[src/rtl/i2c_slave_rx.sv]
// Write-only I2C slave receiver: address match, ACK generation, byte strobes.
// Define I2C_SLAVE_GLITCH_FILTER_EN to add a 3-tap agreement filter on scl/sda.
module i2c_slave_rx #(
  parameter logic [6:0] DEV_ADDR = 7'h27
) (
  input  logic       clk,
  input  logic       rst,
  input  logic       scl_i,
  input  logic       sda_i,
  output logic       sda_oe,
  output logic [7:0] rx_data,
  output logic       rx_valid,
  output logic       rx_first,
  output logic       busy
);

  localparam int unsigned BYTE_W = 8;
  localparam int unsigned CNT_W  = 3;

  typedef enum logic [2:0] {
    IDLE,
    ADDR,
    ADDR_ACK,
    DATA,
    DATA_ACK,
    IGNORE
  } state_t;

  state_t              state;
  logic [1:0]          scl_sync;
  logic [1:0]          sda_sync;
  logic                scl_f;
  logic                sda_f;
  logic                scl_d;
  logic                sda_d;
  logic [BYTE_W-1:0]   shift;
  logic [CNT_W-1:0]    bit_cnt;
  logic                byte_done;
  logic                first_pend;
  logic                scl_rise;
  logic                scl_fall;
  logic                start_ev;
  logic                stop_ev;

  // Line pipeline is deliberately left out of reset so a mid-frame reset
  // cannot fabricate START/STOP edges from stale register values.
  always_ff @(posedge clk) begin
    scl_sync <= {scl_sync[0], scl_i};
    sda_sync <= {sda_sync[0], sda_i};
  end

`ifdef I2C_SLAVE_GLITCH_FILTER_EN
  logic [1:0] scl_tap;
  logic [1:0] sda_tap;
  logic       scl_q;
  logic       sda_q;

  // Filtered level only moves when the newest sample and both taps agree.
  always_comb begin
    scl_f = scl_q;
    sda_f = sda_q;
    if (scl_sync[1] && (&scl_tap))
      scl_f = 1'b1;
    else if (!scl_sync[1] && !(|scl_tap))
      scl_f = 1'b0;
    if (sda_sync[1] && (&sda_tap))
      sda_f = 1'b1;
    else if (!sda_sync[1] && !(|sda_tap))
      sda_f = 1'b0;
  end

  always_ff @(posedge clk) begin
    scl_tap <= {scl_tap[0], scl_sync[1]};
    sda_tap <= {sda_tap[0], sda_sync[1]};
    scl_q   <= scl_f;
    sda_q   <= sda_f;
  end
`else
  assign scl_f = scl_sync[1];
  assign sda_f = sda_sync[1];
`endif

  always_ff @(posedge clk) begin
    scl_d <= scl_f;
    sda_d <= sda_f;
  end

  // Bus events require scl high on both sides of the sda transition.
  assign scl_rise = scl_f & ~scl_d;
  assign scl_fall = ~scl_f & scl_d;
  assign start_ev = scl_f & scl_d & sda_d & ~sda_f;
  assign stop_ev  = scl_f & scl_d & ~sda_d & sda_f;

  always_ff @(posedge clk) begin
    if (rst) begin
      state      <= IDLE;
      shift      <= '0;
      bit_cnt    <= '0;
      byte_done  <= 1'b0;
      first_pend <= 1'b0;
      sda_oe     <= 1'b0;
      rx_data    <= '0;
      rx_valid   <= 1'b0;
      rx_first   <= 1'b0;
      busy       <= 1'b0;
    end else begin
      rx_valid <= 1'b0;
      rx_first <= 1'b0;
      if (start_ev) begin
        state     <= ADDR;
        bit_cnt   <= '0;
        byte_done <= 1'b0;
        sda_oe    <= 1'b0;
      end else if (stop_ev) begin
        state     <= IDLE;
        bit_cnt   <= '0;
        byte_done <= 1'b0;
        sda_oe    <= 1'b0;
        busy      <= 1'b0;
      end else begin
        case (state)
          ADDR: begin
            if (scl_rise) begin
              shift   <= {shift[BYTE_W-2:0], sda_f};
              bit_cnt <= bit_cnt + CNT_W'(1);
              if (bit_cnt == CNT_W'(7))
                byte_done <= 1'b1;
            end else if (scl_fall && byte_done) begin
              byte_done <= 1'b0;
              if (shift[7:1] == DEV_ADDR && !shift[0]) begin
                state      <= ADDR_ACK;
                sda_oe     <= 1'b1;
                busy       <= 1'b1;
                first_pend <= 1'b1;
              end else begin
                state <= IGNORE;
                busy  <= 1'b0;
              end
            end
          end
          DATA: begin
            if (scl_rise) begin
              shift   <= {shift[BYTE_W-2:0], sda_f};
              bit_cnt <= bit_cnt + CNT_W'(1);
              if (bit_cnt == CNT_W'(7))
                byte_done <= 1'b1;
            end else if (scl_fall && byte_done) begin
              byte_done  <= 1'b0;
              rx_data    <= shift;
              rx_valid   <= 1'b1;
              rx_first   <= first_pend;
              first_pend <= 1'b0;
              sda_oe     <= 1'b1;
              state      <= DATA_ACK;
            end
          end
          ADDR_ACK, DATA_ACK: begin
            if (scl_fall) begin
              sda_oe <= 1'b0;
              state  <= DATA;
            end
          end
          default: begin
            sda_oe <= 1'b0;
          end
        endcase
      end
    end
  end

endmodule

[config.mk]
export PLATFORM = sky130hd
export DESIGN_NAME = i2c_slave_rx
export DESIGN_NICKNAME = d
export VERILOG_FILES = /design/src/rtl/i2c_slave_rx.sv
export SDC_FILE = /design/constraint.sdc
export NUM_CORES = 1
export LEC_CHECK = 0
export BUFFER_PORTS_ARGS = -buffer_cell sky130_fd_sc_hd__buf_4
export CORE_AREA = 2 2 59 61
export CTS_CLUSTER_SIZE = 40
export DETAILED_ROUTE_END_ITERATION = 10
export DIE_AREA = 0 0 61 63
export PLACE_DENSITY = 0.62
export SLEW_MARGIN = 20
export SYNTH_ARGS = -nofsm -noshare
export SYNTH_HDL_FRONTEND = slang
export SYNTH_SLANG_ARGS = --single-unit
[constraint.sdc]
create_clock -name clk -period 1.4 [get_ports clk]
set_input_delay 0.21 -clock clk [delete_from_list [all_inputs] [get_ports clk]]
set_output_delay 0.21 -clock clk [all_outputs]
set_load 0.005 [all_outputs]
==> results by group, run 1 <==
Timing
  – Fin. Hold Viols: 0
  – Slew headroom: 0.838
  – RSZ-0062 raised after global routing: true
  – Final setup vio count: 2
  – Max-slew violations: 0
  – Final Critical Period: 1.43 ns
  – Final setup margin: -0.0291 ns
  – Slew @ Worst Pin: 0.242 ns
  – Period utilization: 1.02
  – Highest Clock Rate: 700 MHz
  – Clock Skew: 0.0101 ns

Global routing
  – Initial antenna violation count: 0
  – Vias in the first global route: 1195
  – Total gr overflow: 0
  – GRT Util Overall: 0.179
  – Largest net degree at the start of global routing: 22
  – First-pass GRT wire length: 5180 um

Die
  – Die footprint: 3840 sq um
  – FP Rows: 21
  – Core area: 3230 sq um
  – Die span in y: 63 um
  – Ports: 16
  – Die W: 61 um
  – Starting Density: 0.421

Place
  – DP HPWL: 2160 um
  – Dpl cells: 228
  – IO Port Bufs: 15
  – Dpl ws: -0.0720 ns
  – Final Wtd Congestion: 0.826

Worst setup path
  – Worst R2R Setup Slack: -0.03 ns
  – Critical Path, Cell by Cell: nand4bb_4 > or4_4 > a21bo_1 > a211oi_2
  – Worst Path Max Fanout: 3
  – Crit start category: register
  – Critical path type: register to register
  – Crit path arrival time: 1.71 ns
  – R2R depth: 4
  – Slowest CP cell: or4_4
  – CP required: 1.68 ns
  – Crit. End Element: register
  – Reg-to-reg startpoint: shift[4]$_SDFFE_PP0P_
  – R2R Path End: state[1]$_SDFFE_PP0P_
  – Slowest stage delay, CP: 0.45 ns

Synth
  – Post-synthesis cell count: 156
  – Synthesized area per cell: 8.73 sq um
  – Cell variety after synth: 41
  – Mapped Area: 1360 sq um
  – Async set-reset flop share out of synthesis: 0
  – Synth Warn #: 0
  – Syn nets: 162
  – EDFF count, synth: 0
  – Main synth FF type: dfxtp_1
  – Yosys reg bits: 34
  – Sequential share of the synthesized area: 0.500

Final layout
  – FILL cells: 294
  – Multi-input logic area: 717 sq um
  – Number of diodes: 0
  – Reg area: 689 sq um
  – Area grow syn2layout: 32.6%
  – Post-Route Utilization: 0.559
  – Layout net count: 197
  – Layout Cells excl Fill: 238
  – Share of cells above drive strength 1: 0.344

Min path
  – Hold Path End: shift[1]$_SDFFE_PP0P_
  – Hold path cells: 2
  – Hold path start: rst
  – Min-Delay Path Class: input port to register

Power and ir drop
  – Peak supply drop: 0.490 mV
  – Pint: 0.00122 W
  – Pwr Total: 0.00162 W
  – Comb power frac: 0.057
  – Clock power frac: 0.334
  – Switching Fraction: 0.249
  – Share of power burned in registers: 0.610
  – Cell Pwr Density: 900 nW/um^2
  – Switch Pwr: 0.000405 W
  – Leakage power: 0.678 nW

Clocking
  – CTS tree: built
  – TritonCTS Buffers: 5
  – Clock sinks: 34
  – Worst-path clk slew: 0.11 ns
  – Clock Path Buffers: 2
  – Post-CTS setup buffers: 0
  – Depth of the CTS H-tree: 2
  – Root Buffer: clkbuf_4
  – Worst-Skew Late Latency: 0.34 ns

Drt
  – DR WL/cell: 12.4 um
  – Post-route DRC violation count: 0
  – DR vias/cell: 5.03
  – Vias: 1198
  – Final WL: 2960 um
  – Drt first-iter violations: 50
  – DRT Pass-1 Iters: 4
  – ANT nets after route: 0

Outcome
  – Outcome: complete, but fails checks
  – Failing checks: negative setup slack

Job
  – Max cap viols: 0
-- sequential cells by signal, summed over array words and instances, names as in the netlist, 2 cells and up --
register / flops
rx_data: 8
shift: 8
bit_cnt: 3
state: 3
scl_sync: 2
sda_sync: 2
-- placed cells by master (no fill, tap or decap), types with 2 or more instances in the layout --
cell | Yosys | final
or2_2 | 2 | 2
clkbuf_4 | 0 | 5
a21oi_1 | 22 | 22
dfxtp_1 | 34 | 29
buf_4 | 0 | 35
ha_1 | 2 | 2
or2b_4 | 0 | 2
dlygate4sd3_1 | 0 | 2
dfxtp_2 | 0 | 4
and2_1 | 2 | 2
nor2_1 | 5 | 4
nor3_1 | 6 | 4
nand2_1 | 39 | 39
nand2b_1 | 2 | 2
-- worst max-delay path: cells and delay by family, from the launching register on --
kind | cells | cell delay (ns)
DFF | 1 | 0.33
and+or+nand+nor | 2 | 0.67
AOI/OAI and AO/OA | 2 | 0.36
-- routing by layer --
layer / share of wire / global-route usage / vias up / wire (um)
met5: 0 / 0 / - / 0
met4: 0.028 / 0.0761 / 0 / 82
met3: 0.051 / 0.0683 / 10 / 151
met2: 0.45 / 0.267 / 37 / 1330
met1: 0.47 / 0.226 / 548 / 1390
li1: - / - / 603 / -
-- power groups by stage --
stage	registers, W	clock network, W	logic [W]
5_1_grt	0.000994	0.000601	0.0000994
6_report	0.000991	0.000542	0.0000919
4_1_cts	0.000993	0.000551	0.0000852
3_5_place_dp	0.00101	0	0.0000799
2_1_floorplan	0.00101	0	0.0000527
3_3_place_gp	0.00101	0	0.0000784
-- logic make-up after synthesis --
family | Yosys count | synth area share
muxes | 1 | 0.00735
AOI/OAI and AO/OA | 35 | 0.162
and+or+nand+nor | 71 | 0.262
buffers and inverters | 10 | 0.0312
DFF | 34 | 0.500
xor gates and xnor gates | 3 | 0.0193
adders and majority gates | 2 | 0.0184
-- how the worst max path moves through the flow --
stage	startpoint	endpoint	cells past startpoint
2_1_floorplan	shift[4]$_SDFFE_PP0P_	state[1]$_SDFFE_PP0P_	4
3_3_place_gp	scl_d$_DFF_P_	sda_oe$_SDFFE_PP0P_	5
3_5_place_dp	state[0]$_SDFFE_PP0P_	rx_data[3]$_SDFFE_PP0P_	5
4_1_cts	shift[4]$_SDFFE_PP0P_	state[1]$_SDFFE_PP0P_	4
5_1_grt	shift[4]$_SDFFE_PP0P_	state[1]$_SDFFE_PP0P_	4
6_report	shift[4]$_SDFFE_PP0P_	state[1]$_SDFFE_PP0P_	4
-- synth_stat cells, types with 2 or more instances --
library cell / n / area, sq um
clkbuf_1: 5 / 18.8
nor2_1: 5 / 18.8
clkbuf_2: 2 / 10.0
and2_1: 2 / 12.5
ha_1: 2 / 25.0
nor3_1: 6 / 30.0
nand2b_1: 2 / 12.5
buf_2: 2 / 10.0
xnor2_1: 2 / 17.5
nand2_1: 39 / 146
o22ai_1: 2 / 12.5
a21oi_1: 22 / 110
or2_2: 2 / 12.5
dfxtp_1: 34 / 681
nor2b_1: 2 / 12.5
nand4bb_1: 2 / 22.5
-- per-stage QoR --
step	cell area (sq um)	TNS (ns)	hold WS [ns]
floorplan	1390	0	0.238
global placement	1660	-0.196	0.310
detailed placement	1660	-0.622	0.316
CTS	1760	-0.0270	0.177
global route	1810	-0.291	0.189
finish	1810	-0.0375	0.180
-- layout make-up --
type                       instances  area share
timing repair buffer              37       0.157
multi-input combinational        112       0.397
sequential                        34       0.382
clock inverter                     2     0.00762
inverter                           1     0.00208
tap                               46      0.0319
clock buffer                       6      0.0229
-- timing repair --
action / in CTS / in global routing
setup endpoints to repair: 12 / 11
gates resized for setup: 8 / 9
pin swaps: 1 / 3
hold endpoints to repair: 2 / 0
hold buffers: 2 / 0
Power figures use the tool's default switching activity.
==> inputs of run 2 (changes only) <==
--- a/config.mk
+++ b/config.mk
@@ -6,10 +6,12 @@
 export NUM_CORES = 1
 export LEC_CHECK = 0
 export BUFFER_PORTS_ARGS = -buffer_cell sky130_fd_sc_hd__buf_4
+export CAP_MARGIN = 15
 export CORE_AREA = 2 2 59 61
 export CTS_CLUSTER_SIZE = 40
 export DETAILED_ROUTE_END_ITERATION = 10
 export DIE_AREA = 0 0 61 63
+export GPL_TIMING_DRIVEN = 0
 export PLACE_DENSITY = 0.62
 export SLEW_MARGIN = 20
 export SYNTH_ARGS = -nofsm -noshare
==> run 2 against run 1 <==
  * The flow still finishes with violations (negative setup slack)
  * First-iteration DRC count fell by 28%
  * Worst hold slack gained 0.052 ns
  * Clock power increased by 6.6%
  * Clock skew grew 0.0010 ns
  * Flip-flop and latch count did not move
  * Power is 1.9% higher
  * Count of clock-buffer cells in the layout is the same
  * Non-clock buffer count decreased by 10
  * Highest routed layer unchanged
  * Final area down 3.9%
  * Die area unchanged
  * Critical endpoint unchanged
  * Register-to-register slack lost 0.05 ns
==> results by group, run 2 (synthesis results as in run 1) <==
Global routing
  – Vias in the first global route: 1030
  – GRT Util Overall: 0.166
  – Largest net degree at the start of global routing: 12
  – First-pass GRT wire length: 4750 um
  – Total gr overflow: 0
  – Initial antenna violation count: 0

Min path
  – Min-Delay Path Class: input port to register
  – Hold path start: rst
  – Hold Path End: state[1]$_SDFFE_PP0P_
  – Hold path cells: 3

Die
  – Starting Density: 0.421
  – Die footprint: 3840 sq um
  – Die W: 61 um
  – FP Rows: 21
  – Die span in y: 63 um
  – Core area: 3230 sq um
  – Ports: 16

Worst setup path
  – R2R depth: 4
  – R2R Path End: state[1]$_SDFFE_PP0P_
  – Worst R2R Setup Slack: -0.08 ns
  – Crit path arrival time: 1.74 ns
  – Worst Path Max Fanout: 3
  – Critical path type: register to register
  – Reg-to-reg startpoint: shift[4]$_SDFFE_PP0P_
  – CP required: 1.66 ns
  – Crit. End Element: register
  – Crit start category: register

Final layout
  – Regs by FF count: rx_data (8), shift (8)
  – Most frequent cells in the layout: nand2_1 (39), dfxtp_1 (25), a21oi_1 (22)
  – Multi-input logic area: 708 sq um
  – Most common cell after layout, fill and taps aside: nand2_1
  – Reg area: 699 sq um
  – Layout net count: 187
  – Number of diodes: 0
  – Share of cells above drive strength 1: 0.297
  – Area grow syn2layout: 27.5%
  – FILL cells: 331

Clocking
  – CTS tree: built
  – Worst-Skew Late Latency: 0.34 ns
  – TritonCTS Buffers: 5
  – Root Buffer: clkbuf_4
  – Clock sinks: 34
  – Worst-path clk slew: 0.11 ns
  – Depth of the CTS H-tree: 2
  – Clock Path Buffers: 2

Drt
  – Final WL: 2860 um
  – DR WL/cell: 12.5 um
  – DRT Pass-1 Iters: 5
  – DR vias/cell: 5.02
  – ANT nets after route: 0
  – Vias: 1144
  – Post-route DRC violation count: 0
  – Drt first-iter violations: 36

Place
  – Dpl ws: -0.170 ns
  – Final Wtd Congestion: 0.818
  – DP HPWL: 1920 um
  – IO Port Bufs: 15

Timing
  – Final Critical Period: 1.48 ns
  – Final setup vio count: 2
  – Setup TNS: -0.129 ns
  – Slew headroom: 0.684
  – Max-slew violations: 0
  – Slew @ Worst Pin: 0.473 ns
  – Period utilization: 1.06
  – Clock Skew: 0.0112 ns
  – Highest Clock Rate: 676 MHz
  – Final setup margin: -0.0802 ns
  – RSZ-0062 raised after global routing: true
  – Fin. Hold Viols: 0

Job
  – Max cap viols: 0

Outcome
  – Outcome: complete, but fails checks
  – Failing checks: negative setup slack

Power and ir drop
  – Peak supply drop: 0.639 mV
  – Cell Pwr Density: 954 nW/um^2
  – Leakage power: 0.642 nW
run 2: changes by cell type in the layout (fill, tap and decap cells not counted), moves of 2 or more:
cell     before  now
buf_4        35   19
buf_6         0    2
dfxtp_1      29   25
dfxtp_2       4    6
dfxtp_4       1    3
run 2: what timing repair did:
item                                    in CTS  in global routing
setup buffers                                1                  1
pin swaps                                    0                  4
cloned                                       1                  1
hold endpoints to repair                     2                  0
endpoints found under the setup margin      26                 26
resized for setup                           15                 17
hold buffers                                 2                  0
run 2: layout make-up:
type,instances,area share
plain buffers,6,0.0224
clock inverters,2,0.00721
clock buffers,6,0.0296
flip-flops and latches,34,0.403
repair buffers,21,0.0944
inverters,1,0.00216
multi-input cells,112,0.408
well taps,46,0.0332
run 2: how the worst max path moves through the flow:
stage,from,end,slack (ns),depth (start not counted)
after floorplan,shift[4]$_SDFFE_PP0P_,state[1]$_SDFFE_PP0P_,0.02,4
after global placement,shift[4]$_SDFFE_PP0P_,sda_oe$_SDFFE_PP0P_,-0.17,4
after detailed placement,shift[4]$_SDFFE_PP0P_,sda_oe$_SDFFE_PP0P_,-0.17,4
after CTS,shift[4]$_SDFFE_PP0P_,state[1]$_SDFFE_PP0P_,-0.09,4
after global routing,state[1]$_SDFFE_PP0P_,state[0]$_SDFFE_PP0P_,-0.16,4
final,shift[4]$_SDFFE_PP0P_,state[1]$_SDFFE_PP0P_,-0.08,4
run 2: worst max-delay path, cell delays in order, from the launching register on:
cell       delay (ns)
dfxtp_2          0.34
nand4bb_4        0.23
or4_4            0.46
a21bo_1          0.22
a211oi_2         0.16
run 2: metal layers:
layer	routed length (um)	share of wire	vias to the layer above	track usage
met1	1350	0.47	531	0.223
met5	0	0	-	0
met4	46	0.016	0	0.0571
met2	1350	0.47	19	0.245
met3	105	0.037	6	0.0559
li1	-	-	588	-
run 2: report_power, final:
group | total, W | internal [W] | switching (W)
clock | 0.000578 | 0.000241 | 0.000337
sequential | 0.000991 | 0.000976 | 0.0000151
combinational | 0.0000877 | 0.0000412 | 0.0000465
run 2: through the flow:
step / area (sq um) / hold slack (ns) / utilization / instances / power, W
2_1_floorplan: 1390 / 0.238 / - / 156 / 0.00106
3_3_place_gp: 1560 / 0.317 / 0.482 / 217 / 0.00109
3_5_place_dp: 1560 / 0.313 / 0.482 / 217 / 0.00109
4_1_cts: 1690 / 0.223 / 0.524 / 227 / 0.00167
5_1_grt: 1740 / 0.243 / 0.537 / 228 / 0.00174
6_report: 1740 / 0.231 / 0.537 / 228 / 0.00166
==> inputs of run 3 (changes only) <==
--- a/config.mk
+++ b/config.mk
@@ -5,14 +5,14 @@
 export SDC_FILE = /design/constraint.sdc
 export NUM_CORES = 1
 export LEC_CHECK = 0
-export BUFFER_PORTS_ARGS = -buffer_cell sky130_fd_sc_hd__buf_4
 export CAP_MARGIN = 15
 export CORE_AREA = 2 2 59 61
 export CTS_CLUSTER_SIZE = 40
 export DETAILED_ROUTE_END_ITERATION = 10
 export DIE_AREA = 0 0 61 63
+export DONT_BUFFER_PORTS = 1
 export GPL_TIMING_DRIVEN = 0
-export PLACE_DENSITY = 0.62
+export PLACE_DENSITY = 0.57
 export SLEW_MARGIN = 20
 export SYNTH_ARGS = -nofsm -noshare
 export SYNTH_HDL_FRONTEND = slang
==> run 3 against run 2 <==
  * First-iteration DRC count grew 36%
  * Combinational power about the same
  * Final area shrank 5.6%
  * Critical path type unchanged
  * The flow still finishes with violations (negative setup slack)
  * Register-to-register slack worse by 0.03 ns
  * Clock skew down 0.00066 ns
  * Clock power decreased by 8.1%
  * Worst hold slack got worse by 0.086 ns
  * Flip-flop and latch count unchanged
  * Sequential share of layout area up 1.8 points
  * Sequential power up 0.4%
==> results by group, run 3 (synthesis results as in run 1) <==
Drt
  – DR vias/cell: 5.33
  – DRT Pass-1 Iters: 4
  – Drt first-iter violations: 49
  – Vias: 1140
  – Post-route DRC violation count: 0
  – Final WL: 2990 um
  – ANT nets after route: 0
  – DR WL/cell: 14.0 um

Clocking
  – TritonCTS Buffers: 5
  – Clock sinks: 34
  – Clock Path Buffers: 2
  – Depth of the CTS H-tree: 2
  – Root Buffer: clkbuf_4
  – Worst-path clk slew: 0.10 ns
  – CTS tree: built
  – Worst-Skew Late Latency: 0.34 ns

Worst setup path
  – Slowest stage delay, CP: 0.46 ns
  – Critical Path, Cell by Cell: nand4bb_4 > or4_4 > a21bo_1 > a211oi_2
  – Crit start category: register
  – Slowest CP cell: or4_4
  – Crit path arrival time: 1.77 ns
  – CP required: 1.66 ns
  – Worst Path Max Fanout: 3
  – Crit. End Element: register
  – Critical path type: register to register

Global routing
  – Met3 Usage GRT: 0.0725
  – Initial antenna violation count: 0
  – Total gr overflow: 0
  – Grt met1 use: 0.227
  – GR peak layer: met2
  – Largest net degree at the start of global routing: 12
  – First-pass GRT wire length: 5100 um
  – Met2 Usage GRT: 0.262
  – Vias in the first global route: 1083
  – GRT Util Overall: 0.181

Timing
  – Final setup vio count: 4
  – Highest Clock Rate: 663 MHz
  – Final Critical Period: 1.51 ns
  – RSZ-0062 raised after global routing: true
  – Clock Skew: 0.0105 ns
  – Final setup margin: -0.108 ns
  – Max-slew violations: 0
  – Fin. Hold Viols: 0
  – Period utilization: 1.08
  – Slew headroom: 0.678
  – Slew @ Worst Pin: 0.483 ns

Power and ir drop
  – Pwr Total: 0.00161 W
  – Cell Pwr Density: 985 nW/um^2
  – Peak supply drop: 0.497 mV
  – Leakage power: 0.550 nW

Min path
  – Min-Delay Path Class: input port to register

Final layout
  – Most frequent cells in the layout: nand2_1 (39), dfxtp_1 (26), a21oi_1 (22)
  – Regs by FF count: rx_data (8), shift (8)
  – Share of cells above drive strength 1: 0.238
  – Layout net count: 173
  – Number of diodes: 0
  – Area grow syn2layout: 20.4%
  – Most common cell after layout, fill and taps aside: nand2_1
  – Layout Cells excl Fill: 214
  – Post-Route Utilization: 0.507

Place
  – IO Port Bufs: 0
  – Dpl ws: -0.169 ns
  – Dpl cells: 202
  – Final Wtd Congestion: 0.776
  – DP HPWL: 1970 um

Die
  – FP Rows: 21
  – Die span in y: 63 um
  – Starting Density: 0.421
  – Die W: 61 um
  – Ports: 16
  – Die footprint: 3840 sq um
  – Core area: 3230 sq um

Outcome
  – Failing checks: negative setup slack
  – Outcome: complete, but fails checks

Job
  – Max cap viols: 0
==> run 3: area by class of cell <==
class / instances / area, sq um
Clock inverter: 2 / 13.8
Sequential cell: 34 / 691
Buffer: 7 / 62.6
Tap cell: 46 / 57.6
Inverter: 1 / 3.75
Timing Repair Buffer: 6 / 50.0
Clock buffer: 6 / 41.3
Fill cell: 312 / 1590
Multi-Input combinational cell: 112 / 719
==> run 3: report_power, final <==
part	internal [W]	switching [W]
Combinational	0.0000423	0.0000454
Clock	0.000197	0.000334
Sequential	0.000980	0.0000155
Total	0.00122	0.000395
==> run 3: layer usage <==
metal	part of all wire	wire [um]
met1	0.45	1340
met2	0.48	1440
met3	0.044	133
met4	0.025	74
met5	0	0
==> run 3: worst paths after layout <==
kind | startpoint | depth (start not counted) | slack [ns] | endpoint
setup / recovery | shift[4]$_SDFFE_PP0P_ | 4 | -0.11 | state[1]$_SDFFE_PP0P_
hold / removal | rst | 2 | 0.15 | state[1]$_SDFFE_PP0P_
setup reg to reg | shift[4]$_SDFFE_PP0P_ | 4 | -0.11 | state[1]$_SDFFE_PP0P_
hold reg to reg | scl_sync[0]$_DFF_P_ | 0 | 0.33 | scl_sync[1]$_DFF_P_
==> run 3: through the flow <==
step / TNS (ns) / cell area, sq um / hold slack, ns
after global placement: -1.53 / 1440 / 0.238
after floorplan: 0 / 1390 / 0.238
after global routing: -1.08 / 1640 / 0.135
after detailed placement: -1.61 / 1440 / 0.238
after CTS: -0.167 / 1610 / 0.131
final: -0.184 / 1640 / 0.146
==> run 3: repair_timing <==
item | 4_1_cts | 5_1_grt
endpoints found under the hold margin | 2 | 0
setup buffers | 2 | 0
setup endpoints to repair | 27 | 24
gates resized for setup | 18 | 11
gates cloned | 1 | 1
pin swaps | 1 | 2
hold buffers | 2 | 0
==> run 3: worst max-delay path, delay by kind of cell, from the launching register on <==
family	cells	cell delay, ns
DFF	1	0.34
and+or+nand+nor	2	0.71
AOI/OAI and AO/OA	2	0.39
